**src/rtl/mrx_pkg.sv**
```systemverilog
// Shared types and constants for the Manchester frame receiver.
// CRC constants are used only when FCS_CHECK_EN is defined.
package mrx_pkg;

  typedef enum logic [0:0] {
    StHunt = 1'b0,
    StData = 1'b1
  } mrx_state_e;

  // 0x55 then 0xD5, LSB first, Manchester encoded, first sample in the MSB
  localparam logic [31:0] PREAMBLE_SFD_ENC = 32'h6666_6665;

  localparam logic [31:0] CRC_POLY    = 32'h04C1_1DB7;
  localparam logic [31:0] CRC_INIT    = 32'hFFFF_FFFF;
  localparam logic [31:0] CRC_RESIDUE = 32'hC704_DD7B;

  function automatic logic [31:0] reflect32(input logic [31:0] v);
    logic [31:0] r;
    for (int i = 0; i < 32; i++) begin
      r[i] = v[31-i];
    end
    return r;
  endfunction

endpackage

```
**src/rtl/eth_crc32_byte.sv**
```systemverilog
// Combinational byte-wide step of the reflected Ethernet CRC-32.
// Data bits are consumed LSB first; the register is kept in reflected form.
module eth_crc32_byte
  import mrx_pkg::*;
(
  input  logic [31:0] crc_i,
  input  logic [7:0]  data_i,
  output logic [31:0] crc_o
);

  localparam logic [31:0] PolyRefl = reflect32(CRC_POLY);

  always_comb begin
    crc_o = crc_i;
    for (int i = 0; i < 8; i++) begin
      if (crc_o[0] ^ data_i[i]) begin
        crc_o = (crc_o >> 1) ^ PolyRefl;
      end else begin
        crc_o = crc_o >> 1;
      end
    end
  end

endmodule

```
**src/rtl/manchester_frame_rx.sv**
```systemverilog
// Manchester receive front end: preamble/SFD hunt, half-bit decode, byte stream, UDP port capture.
// Define FCS_CHECK_EN to add CRC-32 FCS checking into done_err.
module manchester_frame_rx
  import mrx_pkg::*;
#(
  parameter int unsigned MAX_BYTES    = 1522,
  parameter int unsigned SRC_PORT_OFS = 34,
  parameter int unsigned DST_PORT_OFS = 36,
  localparam int unsigned LEN_W       = $clog2(MAX_BYTES + 1)
) (
  input  logic             clk,
  input  logic             rst_n,
  input  logic             encoded,
  output logic [7:0]       m_data,
  output logic             m_valid,
  output logic             m_sof,
  output logic             done,
  output logic             done_err,
  output logic [LEN_W-1:0] done_len,
  output logic [15:0]      src_port,
  output logic [15:0]      dst_port,
  output logic             ports_valid
);

  mrx_state_e       state_q, state_d;
  logic [31:0]      win_q, win_d;
  logic             phase_q, phase_d;
  logic             half_q, half_d;
  logic [2:0]       bit_cnt_q, bit_cnt_d;
  logic [7:0]       byte_sr_q, byte_sr_d;
  logic [LEN_W-1:0] byte_cnt_q, byte_cnt_d;
  logic             ovf_q, ovf_d;
  logic [15:0]      src_w_q, src_w_d;
  logic [15:0]      dst_w_q, dst_w_d;
  logic             src_seen_q, src_seen_d;
  logic             dst_seen_q, dst_seen_d;

  logic [7:0]       m_data_q, m_data_d;
  logic             m_valid_q, m_valid_d;
  logic             m_sof_q, m_sof_d;
  logic             done_q, done_d;
  logic             done_err_q, done_err_d;
  logic [LEN_W-1:0] done_len_q, done_len_d;
  logic [15:0]      src_port_q, src_port_d;
  logic [15:0]      dst_port_q, dst_port_d;
  logic             ports_valid_q, ports_valid_d;

  logic [7:0]       new_byte;
  logic             sfd_hit;
  logic             frame_end;
  logic             emit;
  logic             fcs_bad;

  // Byte as it stands once the current half-bit pair is shifted in
  assign new_byte = {encoded, byte_sr_q[7:1]};

  always_comb begin
    state_d       = state_q;
    win_d         = win_q;
    phase_d       = phase_q;
    half_d        = half_q;
    bit_cnt_d     = bit_cnt_q;
    byte_sr_d     = byte_sr_q;
    byte_cnt_d    = byte_cnt_q;
    ovf_d         = ovf_q;
    src_w_d       = src_w_q;
    dst_w_d       = dst_w_q;
    src_seen_d    = src_seen_q;
    dst_seen_d    = dst_seen_q;
    m_data_d      = m_data_q;
    m_valid_d     = 1'b0;
    m_sof_d       = 1'b0;
    done_d        = 1'b0;
    done_err_d    = done_err_q;
    done_len_d    = done_len_q;
    src_port_d    = src_port_q;
    dst_port_d    = dst_port_q;
    ports_valid_d = ports_valid_q;
    sfd_hit       = 1'b0;
    frame_end     = 1'b0;
    emit          = 1'b0;

    unique case (state_q)
      StHunt: begin
        win_d = {win_q[30:0], encoded};
        if (win_d == PREAMBLE_SFD_ENC) begin
          sfd_hit    = 1'b1;
          state_d    = StData;
          win_d      = '0;
          phase_d    = 1'b0;
          half_d     = 1'b0;
          bit_cnt_d  = '0;
          byte_sr_d  = '0;
          byte_cnt_d = '0;
          ovf_d      = 1'b0;
          src_seen_d = 1'b0;
          dst_seen_d = 1'b0;
        end
      end
      StData: begin
        phase_d = ~phase_q;
        if (!phase_q) begin
          half_d = encoded;
        end else if (half_q != encoded) begin
          byte_sr_d = new_byte;
          bit_cnt_d = bit_cnt_q + 3'd1;
          if (bit_cnt_q == 3'd7) begin
            if (byte_cnt_q == LEN_W'(MAX_BYTES)) begin
              ovf_d = 1'b1;
            end else begin
              emit       = 1'b1;
              m_valid_d  = 1'b1;
              m_data_d   = new_byte;
              m_sof_d    = (byte_cnt_q == '0);
              byte_cnt_d = byte_cnt_q + LEN_W'(1);
              if (byte_cnt_q == LEN_W'(SRC_PORT_OFS)) src_w_d[15:8] = new_byte;
              if (byte_cnt_q == LEN_W'(SRC_PORT_OFS + 1)) begin
                src_w_d[7:0] = new_byte;
                src_seen_d   = 1'b1;
              end
              if (byte_cnt_q == LEN_W'(DST_PORT_OFS)) dst_w_d[15:8] = new_byte;
              if (byte_cnt_q == LEN_W'(DST_PORT_OFS + 1)) begin
                dst_w_d[7:0] = new_byte;
                dst_seen_d   = 1'b1;
              end
            end
          end
        end else begin
          // Invalid pair (00/11) is line idle: close the frame
          frame_end     = 1'b1;
          done_d        = 1'b1;
          done_err_d    = ovf_q | (bit_cnt_q != 3'd0) | (byte_cnt_q == '0) | fcs_bad;
          done_len_d    = byte_cnt_q;
          src_port_d    = src_w_q;
          dst_port_d    = dst_w_q;
          ports_valid_d = src_seen_q & dst_seen_q;
          state_d       = StHunt;
          win_d         = '0;
          phase_d       = 1'b0;
          half_d        = 1'b0;
          bit_cnt_d     = '0;
          byte_sr_d     = '0;
          byte_cnt_d    = '0;
          ovf_d         = 1'b0;
        end
      end
      default: state_d = StHunt;
    endcase
  end

  always_ff @(posedge clk or negedge rst_n) begin
    if (!rst_n) begin
      state_q       <= StHunt;
      win_q         <= '0;
      phase_q       <= 1'b0;
      half_q        <= 1'b0;
      bit_cnt_q     <= '0;
      byte_sr_q     <= '0;
      byte_cnt_q    <= '0;
      ovf_q         <= 1'b0;
      src_w_q       <= '0;
      dst_w_q       <= '0;
      src_seen_q    <= 1'b0;
      dst_seen_q    <= 1'b0;
      m_data_q      <= '0;
      m_valid_q     <= 1'b0;
      m_sof_q       <= 1'b0;
      done_q        <= 1'b0;
      done_err_q    <= 1'b0;
      done_len_q    <= '0;
      src_port_q    <= '0;
      dst_port_q    <= '0;
      ports_valid_q <= 1'b0;
    end else begin
      state_q       <= state_d;
      win_q         <= win_d;
      phase_q       <= phase_d;
      half_q        <= half_d;
      bit_cnt_q     <= bit_cnt_d;
      byte_sr_q     <= byte_sr_d;
      byte_cnt_q    <= byte_cnt_d;
      ovf_q         <= ovf_d;
      src_w_q       <= src_w_d;
      dst_w_q       <= dst_w_d;
      src_seen_q    <= src_seen_d;
      dst_seen_q    <= dst_seen_d;
      m_data_q      <= m_data_d;
      m_valid_q     <= m_valid_d;
      m_sof_q       <= m_sof_d;
      done_q        <= done_d;
      done_err_q    <= done_err_d;
      done_len_q    <= done_len_d;
      src_port_q    <= src_port_d;
      dst_port_q    <= dst_port_d;
      ports_valid_q <= ports_valid_d;
    end
  end

`ifdef FCS_CHECK_EN
  logic [31:0] crc_q, crc_d, crc_step;

  eth_crc32_byte u_crc (
    .crc_i  (crc_q),
    .data_i (new_byte),
    .crc_o  (crc_step)
  );

  always_comb begin
    crc_d = crc_q;
    if (sfd_hit || frame_end) begin
      crc_d = CRC_INIT;
    end else if (emit) begin
      crc_d = crc_step;
    end
  end

  always_ff @(posedge clk or negedge rst_n) begin
    if (!rst_n) begin
      crc_q <= '0;
    end else begin
      crc_q <= crc_d;
    end
  end

  // Register holds the residue reflected; flip it back before comparing
  assign fcs_bad = (reflect32(crc_q) != CRC_RESIDUE);
`else
  assign fcs_bad = 1'b0;
`endif

  assign m_data      = m_data_q;
  assign m_valid     = m_valid_q;
  assign m_sof       = m_sof_q;
  assign done        = done_q;
  assign done_err    = done_err_q;
  assign done_len    = done_len_q;
  assign src_port    = src_port_q;
  assign dst_port    = dst_port_q;
  assign ports_valid = ports_valid_q;

endmodule

```
**config.mk**
```make
export PLATFORM = sky130hd
export DESIGN_NAME = manchester_frame_rx
export DESIGN_NICKNAME = d
export VERILOG_FILES = /design/src/rtl/mrx_pkg.sv /design/src/rtl/eth_crc32_byte.sv /design/src/rtl/manchester_frame_rx.sv
export SDC_FILE = /design/constraint.sdc
export NUM_CORES = 1
export LEC_CHECK = 0
export ABC_CLOCK_PERIOD_IN_PS = 2600
export BUFFER_PORTS_ARGS = -buffer_cell sky130_fd_sc_hd__buf_2
export CORE_ASPECT_RATIO = 0.8
export CORE_MARGIN = 5
export CORE_UTILIZATION = 50
export DETAILED_ROUTE_END_ITERATION = 16
export PLACE_DENSITY = 0.73
export RECOVER_POWER = 50
export SYNTH_ARGS = -nofsm -noshare
export SYNTH_HDL_FRONTEND = slang
export SYNTH_SLANG_ARGS = --single-unit
```
**constraint.sdc**
```tcl
create_clock -name clk -period 2.6 [get_ports clk]
set_clock_uncertainty 0.2 [all_clocks]
set_input_delay 0.26 -clock clk [delete_from_list [all_inputs] [get_ports clk]]
set_output_delay 0.26 -clock clk [all_outputs]
set_load 0.01 [all_outputs]
```
==> impl_results.md <==
- Main synth FF type: dfrtp_1
- Max-cap viol count: 0
- Worst-path clk slew: roughly 60 ps
- Cell variety after synth: 45
- Final period utilization: between 90% and 100%
- Per-cell routed wire length: 18.0 um
- Skew-Pair Late Insertion Delay: 420 ps
- Slew Viols, Final: 0
- Tot GR Track Use: 19.5%
- Final setup vio count: 0
- H-tree Lvls: 4
- Worst setup SP type: register
- Congestion Overflow GR: 0
- VDD IR-drop max: 0.466 mV
- Seq cells post-synth: 146
- Chip height: 108 um
- DRT antenna net count: 0
- Required @ worst endpoint: 2700 ps
- Synth async-reset ratio: 100%
- CTS Buf Count: 17
- Final Hold Fails: 0
- Max Fclk: 416 MHz
- Total Power: between 0.004 and 0.005 W
- Clk root buf: clkbuf_16
- Minimum clock period: around 2400 ps
- Initial antenna violation count: 0
- Total of cells resized after clock tree synthesis: 0
- CP Class: reg2reg
- 1st-pass router iterations: 7
- Number of synthesized flops with an enable pin: 0
- Diode count: 0
- CTS tree: yes
- CP max FO: 9
- DIE AREA: between 10000 and 15000 sq um
- Synth Net Count: 495
- # hold bufs at CTS: 1
- First-pass GRT wire length: ~22 mm
- Core footprint: 12000 sq um
- Yosys warns: 0
- Register area share after synthesis: 60.4%
- Most common cell after layout, fill and taps aside: dfrtp_1
- Pin count of the biggest net entering global routing: a little over 60
- Mapped Cells: 484
- DR vias/cell: ~5.7
- Max transition margin: 2.40%
- Area grow syn2layout: 17.6%
- Most frequent cells in the layout: 146 x dfrtp_1, 79 x mux2_2, 65 x nand2_1
- RSZ-0062 raised after global routing: no
- DR vias: 4129
- Mapped cell area: 6050 sq um
- Final nets: between 500 and 600
- Sink Count: 146
- Hold Crit Class: in2reg
- Port buffer count: 58
- Setup bufs post-CTS: 0
- WL final: roughly 13 mm
- RD Place Congestion: 0.901
- Mean post-synth cell area: ~13 sq um
- # rows: 36
- Number of DRC markers in iteration 0: ~370
- PD cells: 675 nW/um^2
- Die X: 133 um
- DRC: 0
- Post-detail-place hpwl: 8.65 mm
- Worst Setup End Kind: register
- P_leak: 3.48 nW
- Status: complete, no violations
- Initial Util: 50.3%
- Worst Path Arrival: 2500 ps
- Clock buffer depth: 2
- Worst Max-Slew Pin Slew: 1460 ps
- Vias in the first global route: between 4000 and 5000
- Setup TNS: 0 ps
- Layout cells sized above 1: 25.7%
- I/O pin count: just under 60
-- layout make-up --
| type | count | area (sq um) |
|---|---|---|
| fillers | 944 | 4910 |
| flip-flops and latches | 146 | 3650 |
| multi-input cells | 300 | 2260 |
| clock buffers | 17 | 425 |
| repair buffers | 76 | 379 |
| well taps | 152 | 190 |
| clock inverters | 15 | 158 |
| inverters | 14 | 52.6 |
-- path summary, 6_finish.rpt --
kind                                                start                  endpoint  cells after the start  slack (ps)
worst min register to register    done_len[1]$_DFFE_PN0P_   done_len[1]$_DFFE_PN0P_                      2         280
max in group asynchronous                           rst_n  src_port[10]$_DFFE_PN0P_                      3         500
worst min-delay path                              encoded      win_q[0]$_DFFE_PN0P_                      4          80
min in group asynchronous                           rst_n  dst_port[10]$_DFFE_PN0P_                      2         540
worst max register to register  byte_cnt_q[7]$_DFFE_PN0P_    dst_w_q[6]$_DFFE_PN0P_                      4         200
worst max-delay path            byte_cnt_q[7]$_DFFE_PN0P_    dst_w_q[6]$_DFFE_PN0P_                      4         200
-- report_power, final --
group | internal [W] | total (W) | switching (W) | leakage, nW
logic | 0.0000270 | 0.0000867 | 0.0000597 | 1.27
registers | 0.00230 | 0.00232 | 0.0000199 | 1.92
clock network | 0.00142 | 0.00240 | 0.000982 | 0.282
-- sequential cells by signal (all words and copies together) (netlist names), 3 cells and up --
name,cells
byte_sr_q,7
byte_cnt_q,11
m_data,8
dst_port,16
bit_cnt_q,3
src_w_q,16
src_port,16
dst_w_q,16
done_len,11
win_q,31
-- stage by stage --
| stage | instances | hold WS (ps) | area [sq um] | util, % | setup slack [ps] |
|---|---|---|---|---|---|
| floorplan | 484 | -236 | 6050 | - | 321 |
| global placement | 687 | 62.5 | 6610 | 54.9 | 284 |
| detailed placement | 687 | 70.2 | 6610 | 54.9 | 212 |
| CTS | 720 | 71.7 | 7200 | 59.9 | 197 |
| global route | 720 | 99.3 | 7120 | 59.2 | 80.3 |
| finish | 720 | 80.4 | 7120 | 59.2 | 196 |
-- cell usage after synthesis (7+ instances only) --
master    instances  share of area, %
a21oi_1          24               2.0
a22o_1           10               1.4
a32o_1            8               1.3
clkbuf_1         21               1.3
dfrtp_1         146                60
ha_1              8               1.7
inv_1            14              0.87
mux2_2           79                15
nand2_1          65               4.0
nor2_1           12              0.74
nor4bb_1          8               1.3
o211ai_1          7              0.87
o21ai_0          19               1.6
-- kinds of logic (layout without fill, tap and decap cells) --
| family | Yosys count | count (layout) | share of synthesized area [%] |
|---|---|---|---|
| adder cells (fa/ha/maj) | 8 | 8 | 1.65 |
| multiplexers | 81 | 81 | 15.0 |
| AND/OR/NAND/NOR | 123 | 123 | 10.8 |
| flip-flops | 146 | 146 | 60.4 |
| buffers and inverters | 38 | 122 | 2.52 |
| AO/OA/AOI/OAI | 88 | 88 | 9.63 |
-- critical path, cell delays in order (launching register included) --
cell and delay (ps):
dfrtp_1 460, or4_4 590, nor4_4 340, nand3_2 330, mux2_2 370
-- metal layers --
metal	share of wire, %	global-route usage [%]
met5	0	0
met3	5.6	3.95
met1	48	28.2
met4	1.4	7.12
met2	45	29.5
Note: power is estimated with default switching activity, not from simulation.
